$ cat config.mk
export PLATFORM = sky130hd
export DESIGN_NAME = mem_port_arbiter
export DESIGN_NICKNAME = d
export VERILOG_FILES = /design/src/rtl/mem_port_arbiter_pkg.sv /design/src/rtl/mem_port_arbiter_timeout_counter.sv /design/src/rtl/mem_port_arbiter.sv
export SDC_FILE = /design/constraint.sdc
export NUM_CORES = 1
export LEC_CHECK = 0
export CAP_MARGIN = 20
export CORE_MARGIN = 10
export CORE_UTILIZATION = 40
export DETAILED_ROUTE_END_ITERATION = 7
export PLACE_DENSITY = 0.8
export SETUP_SLACK_MARGIN = 0.05
export SYNTH_ARGS = -nofsm -noshare
export SYNTH_HDL_FRONTEND = slang
export SYNTH_HIERARCHICAL = 1
export SYNTH_SLANG_ARGS = --single-unit
$ cat constraint.sdc
create_clock -name clk -period 3.2 [get_ports clk]
set_clock_uncertainty 0.1 [all_clocks]
set_input_delay 0.32 -clock clk [delete_from_list [all_inputs] [get_ports clk]]
set_output_delay 0.32 -clock clk [all_outputs]
set_load 0.03 [all_outputs]
$ cat src/rtl/mem_port_arbiter_pkg.sv
// Shared encodings for the data-memory port arbiter.
// Holds FSM state codes, access-size codes and core width defaults.
package mem_port_arbiter_pkg;

  localparam int CORE_XLEN = 32;
  localparam int CORE_MAX_BIT_POS = CORE_XLEN - 1;

  typedef enum logic [1:0] {
    ARB_IDLE     = 2'b00,
    ARB_GRANT_IF = 2'b01,
    ARB_GRANT_LS = 2'b10,
    ARB_RESP     = 2'b11
  } arb_state_t;

  localparam logic [1:0] SZ_WORD = 2'd0;
  localparam logic [1:0] SZ_BYTE = 2'd1;
  localparam logic [1:0] SZ_HALF = 2'd2;

  // Counter width able to hold limit-1 without wrapping.
  function automatic int cnt_width(input int limit);
    if (limit < 2) begin
      return 1;
    end
    return $clog2(limit + 1);
  endfunction

endpackage

$ cat src/rtl/mem_port_arbiter_timeout_counter.sv
// Grant-cycle counter for the memory port arbiter.
// Flags expiry on the cycle that would make limit grant cycles.
module arb_timeout_counter #(
  parameter int CW = 7
) (
  input  logic          clk,
  input  logic          rst,
  input  logic          enable,
  input  logic          clear,
  input  logic [CW-1:0] limit,
  output logic          expired
);

  logic [CW-1:0] count;
  logic          armed;

  // A zero limit means the timeout is switched off.
  assign armed = (limit != '0);

  assign expired = enable && armed &&
                   (count >= limit - CW'(1));

  // Count grant cycles, parking once the limit is reached.
  always_ff @(posedge clk) begin
    if (!rst || clear) begin
      count <= '0;
    end else if (enable && armed && !expired) begin
      count <= count + CW'(1);
    end
  end

endmodule

$ cat src/rtl/mem_port_arbiter.sv
// Arbiter sharing the data-memory bus between fetch and load/store.
// Define ARB_RR_EN for round-robin on contention; default is LS-first.
module mem_port_arbiter
  import mem_port_arbiter_pkg::*;
#(
  parameter int XLEN           = CORE_XLEN,
  parameter int TIMEOUT_CYCLES = 64
) (
  input  logic            clk,
  input  logic            rst,
  input  logic            if_read_en,
  input  logic [XLEN-1:0] if_addr,
  output logic [XLEN-1:0] if_rdata,
  output logic            if_ready,
  input  logic            ls_read_en,
  input  logic            ls_write_en,
  input  logic [XLEN-1:0] ls_addr,
  input  logic [XLEN-1:0] ls_wdata,
  input  logic [1:0]      ls_byte_size,
  output logic [XLEN-1:0] ls_rdata,
  output logic            ls_read_ready,
  output logic            ls_write_ready,
  output logic            bus_read_en,
  output logic            bus_write_en,
  output logic [XLEN-1:0] bus_addr,
  output logic [XLEN-1:0] bus_wdata,
  output logic [1:0]      bus_byte_size,
  input  logic [XLEN-1:0] bus_rdata,
  input  logic            bus_ready,
  output logic            busy,
  output logic            timeout_err
);

  localparam int CW = cnt_width(TIMEOUT_CYCLES);
  localparam logic [CW-1:0] LIMIT = CW'(TIMEOUT_CYCLES);

  arb_state_t      state;
  logic            if_req;
  logic            ls_req;
  logic            ls_first;
  logic            pick_ls;
  logic            in_grant;
  logic            expired;
  logic            finish;
  logic [XLEN-1:0] win_rdata;

  assign if_req   = if_read_en;
  assign ls_req   = ls_read_en | ls_write_en;
  assign in_grant = (state == ARB_GRANT_IF) ||
                    (state == ARB_GRANT_LS);
  assign busy     = (state != ARB_IDLE);

  // Completion either by the memory or by the watchdog.
  assign finish    = bus_ready | expired;
  assign win_rdata = bus_ready ? bus_rdata : '0;

`ifdef ARB_RR_EN
  logic last_ls;

  // Remember the last winner so a contended pair alternates.
  always_ff @(posedge clk) begin
    if (!rst) begin
      last_ls <= 1'b0;
    end else if (state == ARB_IDLE && (if_req || ls_req)) begin
      last_ls <= pick_ls;
    end
  end

  assign ls_first = !last_ls;
`else
  assign ls_first = 1'b1;
`endif

  // Choose the winner of a pending request in IDLE.
  always_comb begin
    pick_ls = 1'b0;
    unique case (1'b1)
      (ls_req && if_req):  pick_ls = ls_first;
      (ls_req && !if_req): pick_ls = 1'b1;
      default:             pick_ls = 1'b0;
    endcase
  end

  arb_timeout_counter #(
    .CW (CW)
  ) u_timeout (
    .clk     (clk),
    .rst     (rst),
    .enable  (in_grant),
    .clear   (!in_grant),
    .limit   (LIMIT),
    .expired (expired)
  );

  // Arbitration FSM with registered bus and response outputs.
  always_ff @(posedge clk) begin
    if (!rst) begin
      state          <= ARB_IDLE;
      if_rdata       <= '0;
      if_ready       <= 1'b0;
      ls_rdata       <= '0;
      ls_read_ready  <= 1'b0;
      ls_write_ready <= 1'b0;
      bus_read_en    <= 1'b0;
      bus_write_en   <= 1'b0;
      bus_addr       <= '0;
      bus_wdata      <= '0;
      bus_byte_size  <= SZ_WORD;
      timeout_err    <= 1'b0;
    end else begin
      if_ready       <= 1'b0;
      ls_read_ready  <= 1'b0;
      ls_write_ready <= 1'b0;
      timeout_err    <= 1'b0;
      unique case (state)
        ARB_IDLE: begin
          if (pick_ls) begin
            state         <= ARB_GRANT_LS;
            bus_write_en  <= ls_write_en;
            bus_read_en   <= !ls_write_en;
            bus_addr      <= ls_addr;
            bus_wdata     <= ls_wdata;
            bus_byte_size <= ls_byte_size;
          end else if (if_req) begin
            state         <= ARB_GRANT_IF;
            bus_write_en  <= 1'b0;
            bus_read_en   <= 1'b1;
            bus_addr      <= if_addr;
            bus_wdata     <= '0;
            bus_byte_size <= SZ_WORD;
          end
        end
        ARB_GRANT_IF: begin
          if (finish) begin
            state        <= ARB_RESP;
            bus_read_en  <= 1'b0;
            bus_write_en <= 1'b0;
            if_rdata     <= win_rdata;
            if_ready     <= 1'b1;
            timeout_err  <= !bus_ready;
          end
        end
        ARB_GRANT_LS: begin
          if (finish) begin
            state          <= ARB_RESP;
            bus_read_en    <= 1'b0;
            bus_write_en   <= 1'b0;
            ls_read_ready  <= bus_read_en;
            ls_write_ready <= bus_write_en;
            timeout_err    <= !bus_ready;
            if (bus_read_en) begin
              ls_rdata <= win_rdata;
            end
          end
        end
        ARB_RESP: begin
          state <= ARB_IDLE;
        end
        default: begin
          state <= ARB_IDLE;
        end
      endcase
    end
  end

endmodule

After elaboration in Yosys (flattened, before gate mapping)
Cells that the tools add are included.

Reduce and logical (&&, ||, !) cells: 26. Add/sub/neg operators: 1. Equal/unequal tests: 5. Bitwise gates (word level): 2. Multiplexer cells: 20. $lt $le $gt $ge: 1.

Operators with widths (count): 2-to-1 mux 32 bit (5); AND reduction 3 bit (4); 2-to-1 mux 2 bit (5); AND reduction 2 bit (4); adder 7 x 1 -> 7 bit (second input constant) (1); greater-or-equal comparator 7 x 6 -> 1 bit (second input constant) (1); 2-to-1 mux 1 bit (7); logical NOT 1 bit (6); one-hot mux 2 bit (3 select lines) (1); nonzero test 2 bit (3); == test 2 bit (second input constant) (2); logical AND 1 bit (4); one-hot mux 1 bit (2 select lines) (2); OR reduction 2 bit (2); != test 3 bit (second input constant) (1); == test 2 x 1 -> 1 bit (second input constant) (1); logical NOT 2 bit (1); logical OR 1 bit (2); != test 2 x 1 -> 1 bit (second input constant) (1); OR 1 bit (2).

Input bits: 136. Flip-flop bits (word level): 145. Logic and storage cells: 68.

Depth between registers and ports, before layout
Gate-level depths: netlist of run 1.

Depth after elaboration: 6. Depth in mapped cells: 13. Gate-level depth less buffers: 12.

Hierarchy
The synthesis of run 1 kept the hierarchy.

Modules (own cells, without submodules): mem_port_arbiter (instances 1, cells each 563, area an instance 5341.4 sq um, seq. area each 2762.6 sq um); arb_timeout_counter (instances 1, cells each 79, area an instance 633.1 sq um, seq. area each 140.1 sq um).

Worst setup path before layout of run 1
No wires, ideal clock.

Path kind: register -> register. From: register state[0]. To: register state[1]. Arrival: 2029 ps. Stages on the path, launching flop included: 9. Library setup time: 74 ps. Data required time: 3026 ps. Setup slack: 997 ps. Buffers on the path: 0. Path through: dfxtp_1 -> inv_1 -> ha_1 -> inv_1 -> a31o_2 -> nor2_1 -> nor3b_1 -> or4_1 -> a21oi_1.

Longest elaborated chain between the ends: 6. Elaborated cells on any way between the ends: 12. Those cells by class: eq/ne (5); mux (1); bitwise (1); reduce/logical (5).

RTL lines: from (decl) (line mem_port_arbiter.sv:37) `arb_state_t state;`; from (signal assigned) (line mem_port_arbiter.sv:98) `state <= ARB_IDLE;`; from (signal assigned) (line mem_port_arbiter.sv:118) `state <= ARB_GRANT_LS;`; from (signal assigned) (line mem_port_arbiter.sv:125) `state <= ARB_GRANT_IF;`; == test 2 x 1 -> 1 bit or == test 2 bit (tied branches) (line mem_port_arbiter.sv:49, mem_port_arbiter.sv:50); logical OR 1 bit * (line mem_port_arbiter.sv:49) `assign in_grant = (state == ARB_GRANT_IF) ||`; net in_grant (line mem_port_arbiter.sv:42) `logic in_grant;`; logical AND 1 bit * (line mem_port_arbiter_timeout_counter.sv:20) `assign expired = enable && armed &&`; net expired (line mem_port_arbiter.sv:43) `logic expired;`; OR 1 bit * (line mem_port_arbiter.sv:54) `assign finish = bus_ready | expired;`; != test 2 x 1 -> 1 bit (no line) *; AND reduction 2 bit (no line) *.

Mark *: on every way through the listed nets, which the timed path passes. The rest lies on a longest branch. A chain may end at the register's enable or synchronous reset.

Final worst setup path of run 1
Ends and elaborated chain as after synthesis.

==> results of run 1 <==
stage by stage:
step	power (W)	area [um2]	setup slack, ns	cells
after floorplan	0.00451	6030	0.997	658
after CTS	0.00772	9460	0.729	1105
final	0.00765	9460	0.709	1105
after global routing	0.00806	9460	0.452	1105
after detailed placement	0.00563	8840	0.738	1073
after global placement	0.00559	8840	0.827	1073
placed cells by master (no fill, tap or decap), types with 2 or more instances in the layout:
cell / count
bufinv_16: 3
inv_6: 3
nor2_1: 140
ha_1: 15
inv_1: 15
a31o_2: 2
o21ai_0: 37
nor3b_1: 4
nand2_1: 43
xnor2_1: 5
buf_12: 3
nor3_1: 3
nor2b_1: 2
and3_1: 4
a311oi_2: 32
clkbuf_16: 17
a21oi_1: 12
clkinvlp_4: 3
o31ai_1: 3
clkinv_4: 3
clkdlybuf4s50_1: 272
a22oi_1: 98
a21o_2: 2
buf_4: 10
a21o_1: 2
conb_1: 18
nand3_1: 5
dfxtp_1: 145
tightest hold or removal path: stages (launching register included):
cell     delay, ns
dfxtp_1       0.33
nand2_1       0.06
nor2_1        0.03
sequential cells by signal, summed over array words and instances (netlist names), 2 cells and up:
signal / count
if_rdata: 32
bus_addr: 32
state: 2
ls_rdata: 32
bus_byte_size: 2
u_timeout/count: 7
bus_wdata: 32
final cells by class:
class                           instances  area share (%)
Inverter                               16           0.661
Clock inverter                         13            1.87
Clock buffer                           19            4.68
Multi-Input combinational cell        443            29.5
Sequential cell                       145            30.7
Timing Repair Buffer                  285            30.2
Tap cell                              184            2.43
metal layers:
layer	part of all wire, %	track usage [%]	wire, um	vias to the layer above
met5	0.065	0	13	-
met4	1.7	6.56	351	2
met3	11	9.31	2290	24
met2	48	31.3	9680	240
met1	39	21.4	7750	2646
li1	-	-	-	2802
path summary, 6_finish.rpt:
| path | from | endpoint | cells past startpoint |
|---|---|---|---|
| setup / recovery | state[0]$_SDFFE_PN0P_ | state[1]$_SDFFE_PN0P_ | 8 |
| hold / removal | bus_write_en$_SDFFE_PN0P_ | ls_write_ready$_SDFF_PN0_ | 2 |
| setup reg to reg | state[0]$_SDFFE_PN0P_ | state[1]$_SDFFE_PN0P_ | 8 |
| hold reg to reg | bus_write_en$_SDFFE_PN0P_ | ls_write_ready$_SDFF_PN0_ | 2 |
cells by family after synthesis:
family | after synthesis
AOI/OAI and AO/OA | 196
xor gates and xnor gates | 6
adders and majority gates | 15
buffers and inverters | 70
DFF | 145
other | 2
and+or+nand+nor | 208
power breakdown:
part	switching [W]	total, W	internal, W
Sequential	0.000202	0.00237	0.00217
Clock	0.000814	0.00208	0.00126
Combinational	0.00190	0.00320	0.00130
Total	0.00292	0.00765	0.00473
==> key figures, run 1 <==
Power
  – Static leakage: 3.51 nW
  – Maximum VDD drop: 518 uV
  – Pwr/cell area: 809 mW/mm2

Yosys
  – Cell area after synthesis: between 0.005 and 0.006 mm2
  – Post-synthesis simple-gate area fraction: 14.3%
  – Synth unique cells: 39
  – Synth warn: 6
  – Avg Cell Area, Syn: 9.31 um2
  – Post-synthesis sequential area ratio: around 50%
  – Cell with the most instances after synthesis: dfxtp_1
  – Post-synthesis instance total: around 640
  – Synth Area in XOR/XNOR: 0.880%
  – Adder-cell area share of the yosys netlist: 3.14%
  – Yosys reg bits: roughly 150
  – Largest family of logic cells by synthesized area: compound AO/OA/AOI/OAI gates
  – Compound-Gate Fraction of Synth Area: 27.1%
  – EDFF count, synth: 0
  – Mux share of post-synthesis cell area: 0%
  – Most frequent cells after synthesis: dfxtp_1, nor2_1, a22oi_1
  – Top FF cell, synth: dfxtp_1
  – Async set-reset flop share out of synthesis: 0%
  – Synth area leader: dfxtp_1
  – Main area contributors after synthesis: dfxtp_1, a22oi_1, nor2_1
  – Yosys top cell area share: 48.6%

Setup path
  – Critical-path top delay cell: or4_1
  – Worst path max stage delay: 0.55 ns
  – CP Capture Type: register
  – Critical-path cell list: inv_1 -> ha_1 -> inv_1 -> a31o_2 -> nor2_1 -> nor3b_1 -> or4_1 -> a21oi_1
  – Crit path max fanout: 7
  – CP top delay family: simple AND/OR/NAND/NOR gates
  – Req. time, crit path: ~3.4 ns
  – Startpoint Class: register
  – Worst path arrival time: 2.73 ns
  – CP Buf/Inv Count: 2
  – CP Class: reg -> reg
  – Top cell by count, worst path: inv_1
  – FF-to-FF setup slack: 0.71 ns

Layout
  – Reg area: 0.00290 mm2
  – Area of the multi-input gates: around 0.0028 mm2
  – Share of layout cells above drive strength 1: 9.66%
  – Ant. Diodes: 0
  – Fin util: 64.8%
  – Final nets: approximately 1100
  – Filler instances: 1160
  – Synth-to-Final Area Change: 58.3%

Timing
  – Period utilisation layout: 77.9%
  – Final hold vios: 0
  – Slew Viols, Final: 0
  – Worst rel slew slack: 64.3%
  – RSZ-0062 raised after global routing: false
  – Setup TNS: 0 ns
  – Minimum clock period: 2.49 ns
  – F_max: around 400 MHz
  – Worst Tran Pin Value: around 0.53 ns
  – Endpoints failing setup: 0
  – Worst-case hold slack: 0.370 ns

Floorplanning
  – Starting density of the core: 41.0%
  – Die footprint: around 0.020 mm2
  – Row count: 44
  – Floorplan die height: about 140 um
  – Core box area: ~0.015 mm2
  – Die Wd: 142 um
  – Top Ports: approximately 270

Global routing
  – First-pass GRT wire length: 31.2 mm
  – Grt ovf: 0
  – Pin count of the biggest net entering global routing: 65
  – Vias in the first global route: between 5000 and 6000
  – Antenna violations before repair: 1
  – Tot GR Track Use: 19.2%

CTS
  – Clk_lat worst skew: 0.41 ns
  – Post-CTS Setup Inserts: 0
  – Num CTS Buffers: 17
  – Clock Path Buffers: 2
  – CTS tree: yes
  – H-tree levels: 4
  – CTS sink count: around 150
  – CTS Hold Buffers Added: 0
  – CTS-repair resized insts: 0
  – Root Driver: clkbuf_16
  – Clk slew on worst S/H paths: 0.06 ns

Routing
  – Post-Route WL: 20.1 mm
  – Via count: between 5000 and 6000
  – DR pass1 iterations: 6
  – Avg WL per Cell: 18.2 um
  – Initial DRC count: 371
  – Post-route ant nets: 0
  – # DRC: 0
  – Via density: between 5 and 6

Placement
  – RD Place Congestion: 0.803
  – PortBufs: about 270
  – Dpl hpwl: 14.8 mm

Min path
  – Worst Hold Class: reg -> reg

Status
  – Outcome: finished clean

Job
  – Maxcap violations: 0
No activity file was read; power rests on OpenSTA's default activity.
==> inputs of run 2 (changes only) <==
CORE_UTILIZATION = 38   (was 40)
PLACE_DENSITY = 0.79   (was 0.8)
clock period = 2.1 ns   (was 3.2 ns; I/O delays follow)
==> run 2 against run 1 <==
Effect of this change:
- setup slack worse by 0.57 ns
- sequential share of layout area down 1.1 points
- hold slack worse by 0.098 ns
- via count up 1.8%
- critical path type unchanged
==> key figures, run 2 (synthesized netlist as in run 1, its figures left out) <==
Routing
  – Avg WL per Cell: 17.7 um (was 18.2 um)
  – # DRC: 0 (unchanged)
  – Initial DRC count: 304 (was 371)
  – Via count: 5818 (was 5714)
  – Via density: 5.02 (was 5.17)
  – Post-Route WL: 20.6 mm (was 20.1 mm)
  – DR pass1 iterations: 5 (was 6)
  – Post-route ant nets: 0 (unchanged)

Layout
  – Most frequent cells in the layout: clkdlybuf4s50_1, dfxtp_1, nor2_1 (unchanged)
  – Leading cell type in the layout, fill and taps excluded: clkdlybuf4s50_1 (unchanged)
  – Share of layout cells above drive strength 1: 14.0% (was 9.66%)
  – Final nets: 1086 (was 1059)
  – Synth-to-Final Area Change: 64.3% (was 58.3%)
  – Ant. Diodes: 0 (unchanged)
  – Fin util: 64.1% (was 64.8%)
  – Cell area after layout: 0.00981 mm2 (was 0.00946 mm2)

Floorplanning
  – Die Wd: 145 um (was 142 um)
  – Starting density of the core: 39.0% (was 41.0%)
  – Row count: 45 (was 44)
  – Core box area: 0.0153 mm2 (was 0.0146 mm2)
  – Die footprint: 0.0211 mm2 (was 0.0202 mm2)
  – Floorplan die height: 145 um (was 142 um)
  – Top Ports: 273 (unchanged)

Placement
  – PortBufs: 272 (unchanged)
  – RD Place Congestion: 0.793 (was 0.803)
  – Dpl hpwl: 14.8 mm (about the same)
  – Area post-placement: 0.00911 mm2 (was 0.00884 mm2)
  – Pre-CTS WS: -0.00843 ns (was 0.738 ns)

Setup path
  – Crit path max fanout: 15 (was 7)
  – Worst path arrival time: 2.22 ns (was 2.73 ns)
  – Worst path max stage delay: 0.32 ns (was 0.55 ns)
  – Critical-path cell list: inv_1 -> ha_1 -> nor2b_1 -> o21ai_2 -> a21oi_2 -> nor2_4 -> buf_4 -> o21ai_4 -> clkbuf_16 -> a22oi_1 -> nor2_1 (was inv_1 -> ha_1 -> inv_1 -> a31o_2 -> nor2_1 -> nor3b_1 -> or4_1 -> a21oi_1)
  – CP Class: reg -> reg (unchanged)
  – CP startpoint: u_timeout/count[0]$_SDFFE_PP0P_ (was state[0]$_SDFFE_PN0P_)
  – Req. time, crit path: 2.36 ns (was 3.44 ns)
  – Critical-path top delay cell: dfxtp_2 (was or4_1)
  – CP Capture Type: register (unchanged)
  – Crit Reg-Reg Startpoint: u_timeout/count[0]$_SDFFE_PP0P_ (was state[0]$_SDFFE_PN0P_)
  – Startpoint Class: register (unchanged)

Power
  – Static leakage: 3.68 nW (was 3.51 nW)
  – Pwr/cell area: 1200 mW/mm2 (was 809 mW/mm2)
  – Maximum VDD drop: 785 uV (was 518 uV)

Min path
  – Worst Hold Class: in -> reg (was reg -> reg)
  – HP Start: if_addr[10] (was bus_write_en$_SDFFE_PN0P_)

CTS
  – CTS tree: yes (unchanged)
  – CTS Hold Buffers Added: 0 (unchanged)
  – Clk_lat worst skew: 0.42 ns (was 0.41 ns)
  – Clk slew on worst S/H paths: 0.07 ns (was 0.06 ns)
  – Num CTS Buffers: 17 (unchanged)
  – CTS sink count: 145 (unchanged)
  – Clock Path Buffers: 2 (unchanged)
  – H-tree levels: 4 (unchanged)
  – Root Driver: clkbuf_16 (unchanged)

Timing
  – F_max: 511 MHz (was 401 MHz)
  – Period utilisation layout: 93.2% (was 77.9%)
  – Slew Viols, Final: 0 (unchanged)
  – RSZ-0062 raised after global routing: true (was false)
  – Endpoints failing setup: 0 (unchanged)
  – Worst Tran Pin Value: 0.499 ns (was 0.535 ns)
  – Minimum clock period: 1.96 ns (was 2.49 ns)
  – Worst rel slew slack: 66.6% (was 64.3%)
  – Final WS setup: 0.143 ns (was 0.709 ns)
  – Final hold vios: 0 (unchanged)
  – Worst-case hold slack: 0.272 ns (was 0.370 ns)

Status
  – Outcome: finished clean (unchanged)

Job
  – Maxcap violations: 0 (unchanged)

Global routing
  – Pin count of the biggest net entering global routing: 48 (was 65)
  – Vias in the first global route: 5756 (was 5699)
  – First-pass GRT wire length: 31.2 mm (about the same)
  – Tot GR Track Use: 18.2% (was 19.2%)
  – Grt ovf: 0 (unchanged)
  – Antenna violations before repair: 0 (was 1)
[run 2: changes by cell type in the layout (fill, tap and decap cells not counted), moves of 4 or more]
cell	previous run	this run
buf_4	10	28
a22oi_1	98	94
a22oi_2	0	4
buf_12	3	8
[run 2: what timing repair did]
| action | in CTS | in global routing |
|---|---|---|
| gates cloned | 0 | 3 |
| setup buffers | 3 | 3 |
| pin swaps | 2 | 5 |
| endpoints found under the setup margin | 5 | 67 |
| gates resized for setup | 3 | 17 |
| endpoints found under the hold margin | 0 | 0 |
[run 2: stage by stage]
| step | cells | TNS [ns] | total power [W] |
|---|---|---|---|
| 2_1_floorplan | 658 | 0 | 0.00693 |
| 3_3_place_gp | 1118 | 0 | 0.00882 |
| 3_5_place_dp | 1118 | -0.00843 | 0.00889 |
| 4_1_cts | 1153 | 0 | 0.0118 |
| 5_1_grt | 1159 | 0 | 0.0124 |
| 6_report | 1159 | 0 | 0.0118 |
[run 2: area by class of cell]
class                           instances  area, um2
Fill cell                            1253       5500
Timing Repair Buffer                  312       3170
Inverter                               16       62.6
Tap cell                              211        264
Sequential cell                       145       2910
Clock inverter                         15        125
Clock buffer                           17        425
Multi-Input combinational cell        443       2860
[run 2: critical path: cells and delay by family (launching register included)]
| family | cells | cell delay [ns] |
|---|---|---|
| compound gates | 4 | 0.56 |
| fa+ha+maj | 1 | 0.22 |
| flops | 1 | 0.32 |
| buf+inv | 3 | 0.42 |
| simple gates | 3 | 0.28 |
[run 2: routing by layer]
layer,wire length (um),vias to the layer above,GRT usage (%)
met5,0,-,0
met4,467,0,7.13
met3,1790,29,7.61
met2,9820,227,29.4
met1,8480,2704,20.8
li1,-,2858,-
[run 2: final timing paths]
check | endpoint | slack [ns] | cells after the start
max | if_rdata[6]$_SDFFE_PN0P_ | 0.14 | 11
min | bus_addr[10]$_SDFFE_PN0P_ | 0.27 | 3
max reg2reg | if_rdata[6]$_SDFFE_PN0P_ | 0.14 | 11
min reg2reg | ls_write_ready$_SDFF_PN0_ | 0.38 | 2
[run 2: power by group]
part / switching, W / internal [W] / total (W)
registers: 0.000297 / 0.00331 / 0.00360
logic: 0.00304 / 0.00230 / 0.00534
clock network: 0.00128 / 0.00154 / 0.00282
